--- src/rtl/mc_cpu_pkg.sv ---
// Shared encodings for the multi-cycle MIPS core: opcodes, functs, ALU codes,
// FSM states, halt causes and the opcode/funct classifier.
package mc_cpu_pkg;

   localparam logic [5:0] OP_RTYPE = 6'h00;
   localparam logic [5:0] OP_J     = 6'h02;
   localparam logic [5:0] OP_JAL   = 6'h03;
   localparam logic [5:0] OP_BEQ   = 6'h04;
   localparam logic [5:0] OP_BNE   = 6'h05;
   localparam logic [5:0] OP_ADDI  = 6'h08;
   localparam logic [5:0] OP_ADDIU = 6'h09;
   localparam logic [5:0] OP_SLTI  = 6'h0A;
   localparam logic [5:0] OP_SLTIU = 6'h0B;
   localparam logic [5:0] OP_ANDI  = 6'h0C;
   localparam logic [5:0] OP_ORI   = 6'h0D;
   localparam logic [5:0] OP_XORI  = 6'h0E;
   localparam logic [5:0] OP_LUI   = 6'h0F;
   localparam logic [5:0] OP_LW    = 6'h23;
   localparam logic [5:0] OP_SW    = 6'h2B;

   localparam logic [5:0] F_SLL  = 6'h00;
   localparam logic [5:0] F_SRL  = 6'h02;
   localparam logic [5:0] F_SRA  = 6'h03;
   localparam logic [5:0] F_SLLV = 6'h04;
   localparam logic [5:0] F_SRLV = 6'h06;
   localparam logic [5:0] F_SRAV = 6'h07;
   localparam logic [5:0] F_JR   = 6'h08;
   localparam logic [5:0] F_ADD  = 6'h20;
   localparam logic [5:0] F_ADDU = 6'h21;
   localparam logic [5:0] F_SUB  = 6'h22;
   localparam logic [5:0] F_SUBU = 6'h23;
   localparam logic [5:0] F_AND  = 6'h24;
   localparam logic [5:0] F_OR   = 6'h25;
   localparam logic [5:0] F_XOR  = 6'h26;
   localparam logic [5:0] F_NOR  = 6'h27;
   localparam logic [5:0] F_SLT  = 6'h2A;
   localparam logic [5:0] F_SLTU = 6'h2B;

   localparam logic [3:0] ALUC_ADD  = 4'h0;
   localparam logic [3:0] ALUC_SUB  = 4'h1;
   localparam logic [3:0] ALUC_AND  = 4'h2;
   localparam logic [3:0] ALUC_OR   = 4'h3;
   localparam logic [3:0] ALUC_XOR  = 4'h4;
   localparam logic [3:0] ALUC_NOR  = 4'h5;
   localparam logic [3:0] ALUC_SLT  = 4'h6;
   localparam logic [3:0] ALUC_SLTU = 4'h7;
   localparam logic [3:0] ALUC_SLL  = 4'h8;
   localparam logic [3:0] ALUC_SRL  = 4'h9;
   localparam logic [3:0] ALUC_SRA  = 4'hA;
   localparam logic [3:0] ALUC_LUI  = 4'hB;

   typedef enum logic [2:0] {S_FETCH, S_DECODE, S_EXEC, S_MEM, S_WB, S_HALT} state_e;
   typedef enum logic [1:0] {CAUSE_NONE, CAUSE_ILLEGAL, CAUSE_MISALIGN_DATA, CAUSE_MISALIGN_JR} cause_e;
   typedef enum logic [2:0] {K_ALU, K_LOAD, K_STORE, K_BEQ, K_BNE, K_J, K_JAL, K_JR} kind_e;

   typedef struct packed {
      logic       illegal;
      kind_e      kind;
      logic [3:0] aluc;
      logic       use_imm;  // ALU B operand is the extended immediate
      logic       zext;     // zero- rather than sign-extend the immediate
      logic       shamt_a;  // ALU A operand is the shamt field
      logic       dest_rt;  // write rt rather than rd
   } dec_t;

   function automatic dec_t decode(input logic [5:0] op, input logic [5:0] funct);
      dec_t d;
      d.illegal = 1'b0;
      d.kind    = K_ALU;
      d.aluc    = ALUC_ADD;
      d.use_imm = 1'b1;
      d.zext    = 1'b0;
      d.shamt_a = 1'b0;
      d.dest_rt = 1'b1;
      case (op)
         OP_RTYPE: begin
            d.use_imm = 1'b0;
            d.dest_rt = 1'b0;
            case (funct)
               F_ADD, F_ADDU: d.aluc = ALUC_ADD;
               F_SUB, F_SUBU: d.aluc = ALUC_SUB;
               F_AND:  d.aluc = ALUC_AND;
               F_OR:   d.aluc = ALUC_OR;
               F_XOR:  d.aluc = ALUC_XOR;
               F_NOR:  d.aluc = ALUC_NOR;
               F_SLT:  d.aluc = ALUC_SLT;
               F_SLTU: d.aluc = ALUC_SLTU;
               F_SLL:  begin d.aluc = ALUC_SLL; d.shamt_a = 1'b1; end
               F_SRL:  begin d.aluc = ALUC_SRL; d.shamt_a = 1'b1; end
               F_SRA:  begin d.aluc = ALUC_SRA; d.shamt_a = 1'b1; end
               F_SLLV: d.aluc = ALUC_SLL;
               F_SRLV: d.aluc = ALUC_SRL;
               F_SRAV: d.aluc = ALUC_SRA;
               F_JR:   d.kind = K_JR;
               default: d.illegal = 1'b1;
            endcase
         end
         OP_ADDI, OP_ADDIU: d.aluc = ALUC_ADD;
         OP_SLTI:  d.aluc = ALUC_SLT;
         OP_SLTIU: d.aluc = ALUC_SLTU;
         OP_ANDI:  begin d.aluc = ALUC_AND; d.zext = 1'b1; end
         OP_ORI:   begin d.aluc = ALUC_OR;  d.zext = 1'b1; end
         OP_XORI:  begin d.aluc = ALUC_XOR; d.zext = 1'b1; end
         OP_LUI:   d.aluc = ALUC_LUI;
         OP_LW:    d.kind = K_LOAD;
         OP_SW:    d.kind = K_STORE;
         OP_BEQ:   d.kind = K_BEQ;
         OP_BNE:   d.kind = K_BNE;
         OP_J:     d.kind = K_J;
         OP_JAL:   d.kind = K_JAL;
         default:  d.illegal = 1'b1;
      endcase
      return d;
   endfunction

endpackage

--- src/rtl/mc_alu.sv ---
// Combinational 32-bit ALU; shift amounts come from a_i[4:0], shifted value from b_i.
module mc_alu
   import mc_cpu_pkg::*;
(
   input  logic [31:0] a_i,
   input  logic [31:0] b_i,
   input  logic [3:0]  aluc_i,
   output logic [31:0] r_o
);

   always_comb begin
      r_o = '0;
      case (aluc_i)
         ALUC_ADD:  r_o = a_i + b_i;
         ALUC_SUB:  r_o = a_i - b_i;
         ALUC_AND:  r_o = a_i & b_i;
         ALUC_OR:   r_o = a_i | b_i;
         ALUC_XOR:  r_o = a_i ^ b_i;
         ALUC_NOR:  r_o = ~(a_i | b_i);
         ALUC_SLT:  r_o = {31'b0, $signed(a_i) < $signed(b_i)};
         ALUC_SLTU: r_o = {31'b0, a_i < b_i};
         ALUC_SLL:  r_o = b_i << a_i[4:0];
         ALUC_SRL:  r_o = b_i >> a_i[4:0];
         ALUC_SRA:  r_o = $unsigned($signed(b_i) >>> a_i[4:0]);
         ALUC_LUI:  r_o = {b_i[15:0], 16'h0000};
         default:   r_o = '0;
      endcase
   end

endmodule

--- src/rtl/mc_regfile.sv ---
// 32x32 register file: two asynchronous read ports, one synchronous write port,
// r0 hard-wired to zero.
module mc_regfile (
   input  logic        clk_i,
   input  logic        rst_ni,
   input  logic [4:0]  ra1_i,
   input  logic [4:0]  ra2_i,
   output logic [31:0] rd1_o,
   output logic [31:0] rd2_o,
   input  logic        we_i,
   input  logic [4:0]  wa_i,
   input  logic [31:0] wd_i
);

   logic [31:0] regs_q [32];

   // NOTE: every entry is cleared on reset, so this array maps to flops rather than a RAM macro.
   always_ff @(posedge clk_i or negedge rst_ni) begin
      if (!rst_ni) begin
         for (int i = 0; i < 32; i++) regs_q[i] <= '0;
      end else if (we_i && (wa_i != 5'd0)) begin
         regs_q[wa_i] <= wd_i;
      end
   end

   assign rd1_o = (ra1_i == 5'd0) ? '0 : regs_q[ra1_i];
   assign rd2_o = (ra2_i == 5'd0) ? '0 : regs_q[ra2_i];

endmodule

--- src/rtl/mc_cpu.sv ---
// Multi-cycle MIPS core: FETCH/DECODE/EXEC/MEM/WB sequencing with req/ready
// instruction and data memories, alignment checking and halt-with-cause.
module mc_cpu
   import mc_cpu_pkg::*;
#(
   parameter logic [31:0] RESET_PC    = 32'h0000_0000,
   parameter bit          ALIGN_CHECK = 1'b1
) (
   input  logic        clk_in,
   input  logic        reset,
   output logic        imem_req,
   output logic [31:0] imem_addr,
   input  logic [31:0] imem_rdata,
   input  logic        imem_ready,
   output logic        dmem_req,
   output logic        dmem_we,
   output logic [31:0] dmem_addr,
   output logic [31:0] dmem_wdata,
   input  logic [31:0] dmem_rdata,
   input  logic        dmem_ready,
   output logic [31:0] pc,
   output logic        retire,
   output logic        halted,
   output logic [1:0]  halt_cause
);

   state_e      state_q, state_d;
   cause_e      cause_q, cause_d;
   logic [31:0] pc_q, pc_d, ir_q, ir_d, a_q, a_d, b_q, b_d;
   logic [31:0] addr_q, addr_d, wb_q, wb_d;
   logic        run_q;

   dec_t        dec;
   logic [31:0] imm_ext, alu_a, alu_b, alu_r;
   logic [31:0] pc_plus4, br_target, jmp_target, rf_rd1, rf_rd2, rf_wd;
   logic [4:0]  rf_wa;
   logic        rf_we, data_bad;

   assign dec        = decode(ir_q[31:26], ir_q[5:0]);
   assign imm_ext    = dec.zext ? {16'h0000, ir_q[15:0]} : {{16{ir_q[15]}}, ir_q[15:0]};
   assign alu_a      = dec.shamt_a ? {27'b0, ir_q[10:6]} : a_q;
   assign alu_b      = dec.use_imm ? imm_ext : b_q;
   assign pc_plus4   = pc_q + 32'd4;
   assign br_target  = pc_plus4 + {imm_ext[29:0], 2'b00};
   assign jmp_target = {pc_q[31:28], ir_q[25:0], 2'b00};
   assign data_bad   = ALIGN_CHECK && (alu_r[1:0] != 2'b00);

   mc_alu u_alu (
      .a_i    (alu_a),
      .b_i    (alu_b),
      .aluc_i (dec.aluc),
      .r_o    (alu_r)
   );

   mc_regfile u_rf (
      .clk_i  (clk_in),
      .rst_ni (reset),
      .ra1_i  (ir_q[25:21]),
      .ra2_i  (ir_q[20:16]),
      .rd1_o  (rf_rd1),
      .rd2_o  (rf_rd2),
      .we_i   (rf_we),
      .wa_i   (rf_wa),
      .wd_i   (rf_wd)
   );

   // NOTE: every variable is given a default first so no path through the case infers a latch.
   always_comb begin
      state_d = state_q;
      cause_d = cause_q;
      pc_d    = pc_q;
      ir_d    = ir_q;
      a_d     = a_q;
      b_d     = b_q;
      addr_d  = addr_q;
      wb_d    = wb_q;
      rf_we   = 1'b0;
      rf_wa   = dec.dest_rt ? ir_q[20:16] : ir_q[15:11];
      rf_wd   = wb_q;
      retire  = 1'b0;
      case (state_q)
         S_FETCH: begin
            if (run_q && imem_ready) begin
               ir_d    = imem_rdata;
               state_d = S_DECODE;
            end
         end
         S_DECODE: begin
            a_d = rf_rd1;
            b_d = rf_rd2;
            if (dec.illegal) begin
               cause_d = CAUSE_ILLEGAL;
               state_d = S_HALT;
            end else begin
               state_d = S_EXEC;
            end
         end
         S_EXEC: begin
            case (dec.kind)
               K_BEQ, K_BNE: begin
                  pc_d    = ((a_q == b_q) == (dec.kind == K_BEQ)) ? br_target : pc_plus4;
                  retire  = 1'b1;
                  state_d = S_FETCH;
               end
               K_J, K_JAL: begin
                  pc_d    = jmp_target;
                  rf_we   = (dec.kind == K_JAL);
                  rf_wa   = 5'd31;
                  rf_wd   = pc_plus4;
                  retire  = 1'b1;
                  state_d = S_FETCH;
               end
               K_JR: begin
                  if (ALIGN_CHECK && (a_q[1:0] != 2'b00)) begin
                     cause_d = CAUSE_MISALIGN_JR;
                     state_d = S_HALT;
                  end else begin
                     pc_d    = {a_q[31:2], 2'b00};
                     retire  = 1'b1;
                     state_d = S_FETCH;
                  end
               end
               K_LOAD, K_STORE: begin
                  if (data_bad) begin
                     cause_d = CAUSE_MISALIGN_DATA;
                     state_d = S_HALT;
                  end else begin
                     addr_d  = {alu_r[31:2], 2'b00};
                     state_d = S_MEM;
                  end
               end
               default: begin
                  wb_d    = alu_r;
                  state_d = S_WB;
               end
            endcase
         end
         S_MEM: begin
            if (dmem_ready) begin
               if (dec.kind == K_STORE) begin
                  pc_d    = pc_plus4;
                  retire  = 1'b1;
                  state_d = S_FETCH;
               end else begin
                  wb_d    = dmem_rdata;
                  state_d = S_WB;
               end
            end
         end
         S_WB: begin
            rf_we   = 1'b1;
            pc_d    = pc_plus4;
            retire  = 1'b1;
            state_d = S_FETCH;
         end
         S_HALT: state_d = S_HALT;
         default: state_d = S_FETCH;
      endcase
   end

   // NOTE: state registers use non-blocking assignments so every flop samples pre-edge values.
   always_ff @(posedge clk_in or negedge reset) begin
      if (!reset) begin
         state_q <= S_FETCH;
         cause_q <= CAUSE_NONE;
         pc_q    <= RESET_PC;
         ir_q    <= '0;
         a_q     <= '0;
         b_q     <= '0;
         addr_q  <= '0;
         wb_q    <= '0;
         run_q   <= 1'b0;
      end else begin
         state_q <= state_d;
         cause_q <= cause_d;
         pc_q    <= pc_d;
         ir_q    <= ir_d;
         a_q     <= a_d;
         b_q     <= b_d;
         addr_q  <= addr_d;
         wb_q    <= wb_d;
         run_q   <= 1'b1;
      end
   end

   // run_q keeps the first fetch off until one edge after reset release.
   assign imem_req   = run_q && (state_q == S_FETCH);
   assign imem_addr  = imem_req ? pc_q : '0;
   assign dmem_req   = (state_q == S_MEM);
   assign dmem_we    = dmem_req && (dec.kind == K_STORE);
   assign dmem_addr  = addr_q;
   assign dmem_wdata = b_q;
   assign pc         = pc_q;
   assign halted     = (state_q == S_HALT);
   assign halt_cause = cause_q;

endmodule

--- config.mk ---
export PLATFORM = sky130hd
export DESIGN_NAME = mc_cpu
export DESIGN_NICKNAME = d
export VERILOG_FILES = /design/src/rtl/mc_cpu_pkg.sv /design/src/rtl/mc_alu.sv /design/src/rtl/mc_regfile.sv /design/src/rtl/mc_cpu.sv
export SDC_FILE = /design/constraint.sdc
export NUM_CORES = 2
export LEC_CHECK = 0
export ABC_AREA = 1
export BUFFER_PORTS_ARGS = -buffer_cell sky130_fd_sc_hd__buf_2
export CAP_MARGIN = 5
export CORE_MARGIN = 10
export CORE_UTILIZATION = 41
export DETAILED_ROUTE_END_ITERATION = 8
export PLACE_DENSITY = 0.56
export SYNTH_ARGS = -nofsm -noshare
export SYNTH_HDL_FRONTEND = slang
export SYNTH_SLANG_ARGS = --single-unit
--- constraint.sdc ---
create_clock -name clk_in -period 4.74 [get_ports clk_in]
set_input_delay 0.237 -clock clk_in [delete_from_list [all_inputs] [get_ports clk_in]]
set_output_delay 0.237 -clock clk_in [all_outputs]
set_load 0.1 [all_outputs]
==> metrics.md <==
| Metric | Value |
|---|---|
| Ys flop type | dfrtp_1 |
| PnR Total Power | 71.6 mW |
| Core ar. | 184000 µm² |
| Arr. time, crit path | approximately 5300 ps |
| Startpoint Class | flip-flop |
| CTS tree | done |
| RD Place Congestion | between 1 and 1.5 |
| Final ANT Viol Nets | 0 |
| Area share of the largest cell type after synthesis | 0.401 |
| Most common cell in the netlist | nand2_1 |
| Total gr overflow | 0 |
| DR vias/cell | 6.11 |
| Worst vdd ir | approximately 0.77 mV |
| Slew @ Worst Pin | approximately 1600 ps |
| CTS Buf Count | ~150 |
| Starting Density | 0.414 |
| Final-report max-slew violation count | 3 |
| Die ar. | around 200000 µm² |
| Crit Path Class | flip-flop to flip-flop |
| Failing checks | max-capacitance violations, max-slew violations |
| Max Clk Rate | roughly 220 MHz |
| Worst path cell trace | nor2_2 -> nand2_2 -> nor2_8 -> nand2_2 -> buf_4 -> buf_4 -> o21ai_4 -> inv_2 -> ha_1 -> buf_4 -> inv_1 -> a21oi_1 -> o21ai_0 -> nor2_1 -> o21ai_0 -> nand3_1 -> nand2_1 -> a21oi_1 -> o21a_1 -> nor3_1 -> nand2_1 -> nor2_1 -> o21ai_1 |
| Instance area at placement | approximately 80000 µm² |
| Delay-heaviest family, CP | simple AND/OR/NAND/NOR gates |
| WL final | 377000 µm |
| 1st-iter DRT viols | 10994 |
| Post-DP HPWL | 251000 µm |
| EDFF count, synth | 0 |
| Util after Layout | 0.468 |
| Hold Crit Class | input pin to flip-flop |
| I/O Pins | a little over 200 |
| H-tree depth | 4 |
| FILL cells | between 15000 and 20000 |
| Clock buffer depth | 3 |
| Static leakage | between 30 and 40 nW |
| Drt pass-1 iters | 9 |
| Total GRT Usage | 0.357 |
| Layout cells sized above 1 | 0.0888 |
| Die height | 450 µm |
| Commonest cells in the netlist | 2700 x nand2_1, 2359 x o21ai_0, 1218 x dfrtp_1 |
| Fin crit share | 0.971 |
| Seq/Total Area, Yosys | 0.401 |
| Vias in the first global route | approximately 75000 |
| Post-Route Skew | 39.2 ps |
| Synthesized cell area | between 70000 and 80000 µm² |
| Final instance area | between 80000 and 90000 µm² |
| Cells taking the most area after synthesis | dfrtp_1 40%, o21ai_0 16%, nand2_1 13% |
| Pwr Density | about 830 nW/µm² |
| Die X | 450 µm |
| Dpl ws | 188 ps |
| Mapped Cells | about 11000 |
| Row Count | 157 |
| Maxcap violations | 1 |
| Largest net degree at the start of global routing | between 150 and 200 |
| Worst path slowest cell | nor3_1 |
| Register Area | about 31000 µm² |
| Final Worst Setup Slack | between 100 and 150 ps |
| Nets@finish | 10970 |
| Crit path max fanout | 9 |
| FFs w/ async S/R, synth | 1.00 |
| CTS root buffer | clkbuf_16 |
| #FFs+latches synth | roughly 1200 |
| RSZ-0062 raised after global routing | true |
| Setup-failing EPs final | 0 |
| Post-route DRC | 0 |
| Worst Path Buf+Inv | 5 |
| Area of the multi-input gates | around 40000 µm² |
| Initial antenna violation count | 24 |
| Most frequent CP cell | buf_4 |
| FF-to-FF setup slack | between 100 and 150 ps |
| Area Overhead vs Synth | 13.1% |
| Clock latency on the worst-skew pair | roughly 830 ps |
| Final Hold Vio Count | 0 |
| Fin crit period | between 4000 and 5000 ps |
| Syn avg cell area | approximately 7 µm² |
| Yosys warns | 0 |
| Reg clk slew, reported paths | 60 ps |
| Crit end category | flip-flop |
| Slowest stage delay, CP | ~530 ps |
| Worst slew margin | -0.0479 |
| Synth cell types | 64 |
| Drt wl/cell | ~28 µm |
| Worst path required time | ~5400 ps |
| Status | complete, but fails checks |
| Port-buffer cells | 196 |
| Vias | approximately 82000 |
| Clk sinks | 1218 |
| First-pass GRT wire length | 542000 µm |
| Cell taking the most area after synthesis | dfrtp_1 |
## placed cells by master, fill, tap and decap left out, types with 32 or more instances in the layout
cell type | Yosys | layout
nand2_1 | 2700 | 2682
o21ai_0 | 2359 | 2342
dfrtp_1 | 1218 | 1208
inv_1 | 803 | 796
a21oi_1 | 689 | 683
nor2_1 | 671 | 654
nand3_1 | 434 | 433
buf_4 | 15 | 312
o211ai_1 | 201 | 201
buf_2 | 57 | 194
clkbuf_16 | 0 | 153
ha_1 | 127 | 127
nand4_1 | 98 | 98
o22ai_1 | 78 | 78
a221oi_1 | 75 | 75
dlygate4sd3_1 | 0 | 62
o21ai_1 | 56 | 58
buf_12 | 0 | 57
a32o_1 | 48 | 48
xor2_1 | 43 | 43
clkbuf_1 | 742 | 41
inv_2 | 29 | 36
o21a_1 | 34 | 34
nor3_1 | 36 | 34
a32oi_1 | 32 | 32
## what timing repair did
| item | CTS | global route |
|---|---|---|
| hold buffers | 63 | 0 |
| endpoints found under the hold margin | 852 | 0 |
| setup endpoints to repair | 0 | 49 |
| gates resized for setup | 0 | 22 |
| buffers inserted | 0 | 2 |
## routing by layer
metal | track usage | share of wire
met1 | 0.478 | 0.41
met2 | 0.529 | 0.42
met3 | 0.0861 | 0.11
met4 | 0.191 | 0.061
met5 | 0 | 0.00016
## state kept, by name, summed over array words and instances (netlist names)
signal / cells
u_rf.regs_q: 1024
a_q: 32
dmem_wdata: 32
ir_q: 32
wb_q: 32
dmem_addr: 30
pc: 30
state_q: 3
halt_cause: 2
run_q: 1
## per-stage QoR
step	std cells	hold WS (ps)	setup TNS, ps
after detailed placement	13021	149	0
after global routing	13343	90.5	-122
after floorplan	10875	-58.6	0
after global placement	13021	148	0
after CTS	13341	28.9	0
final	13350	64.5	0
## report_power, final
part	internal (mW)	leakage [nW]	switching (mW)
registers	13.8	16.4	3.50
logic	11.8	19.7	31.0
clock network	6.67	2.35	4.82
total	32.3	38.4	39.3
## worst reg2reg max path: cells and delay by family, from the launching register on
kind | cells | cell delay (ps)
compound gates | 7 | 1010
fa+ha+maj | 1 | 320
buf+inv | 5 | 740
flops | 1 | 420
simple gates | 10 | 1980
## final cells by class
type	count	area share
Multi-Input combinational cell	7937	0.457
Timing Repair Buffer	625	0.0590
Sequential cell	1218	0.355
Inverter	842	0.0370
Clock buffer	225	0.0513
Tap cell	2464	0.0359
Antenna cell	7	0.000204
Clock inverter	32	0.00443
## kinds of logic after synthesis
family                   share of synthesized area
other                                    0.0000988
XOR/XNOR                                   0.00795
multiplexers                              0.000692
flip-flops                                   0.401
buffers and inverters                       0.0879
adder cells (fa/ha/maj)                     0.0217
AO/OA/AOI/OAI                                0.268
AND/OR/NAND/NOR                              0.212
## worst paths after layout
check                                         startpoint                             to  depth (start not counted)
max reg2reg                         ir_q[28]$_DFFE_PN0P_           wb_q[13]$_DFFE_PN0P_                         23
max                                 ir_q[28]$_DFFE_PN0P_           wb_q[13]$_DFFE_PN0P_                         23
min                                        dmem_rdata[4]            wb_q[4]$_DFFE_PN0P_                          5
min reg2reg                u_rf.regs_q[1017]$_DFFE_PN0P_  u_rf.regs_q[1017]$_DFFE_PN0P_                          0
min in group asynchronous                          reset   u_rf.regs_q[421]$_DFFE_PN0P_                          3
max in group asynchronous                          reset   u_rf.regs_q[938]$_DFFE_PN0P_                          4
Power figures use the tool's default switching activity.
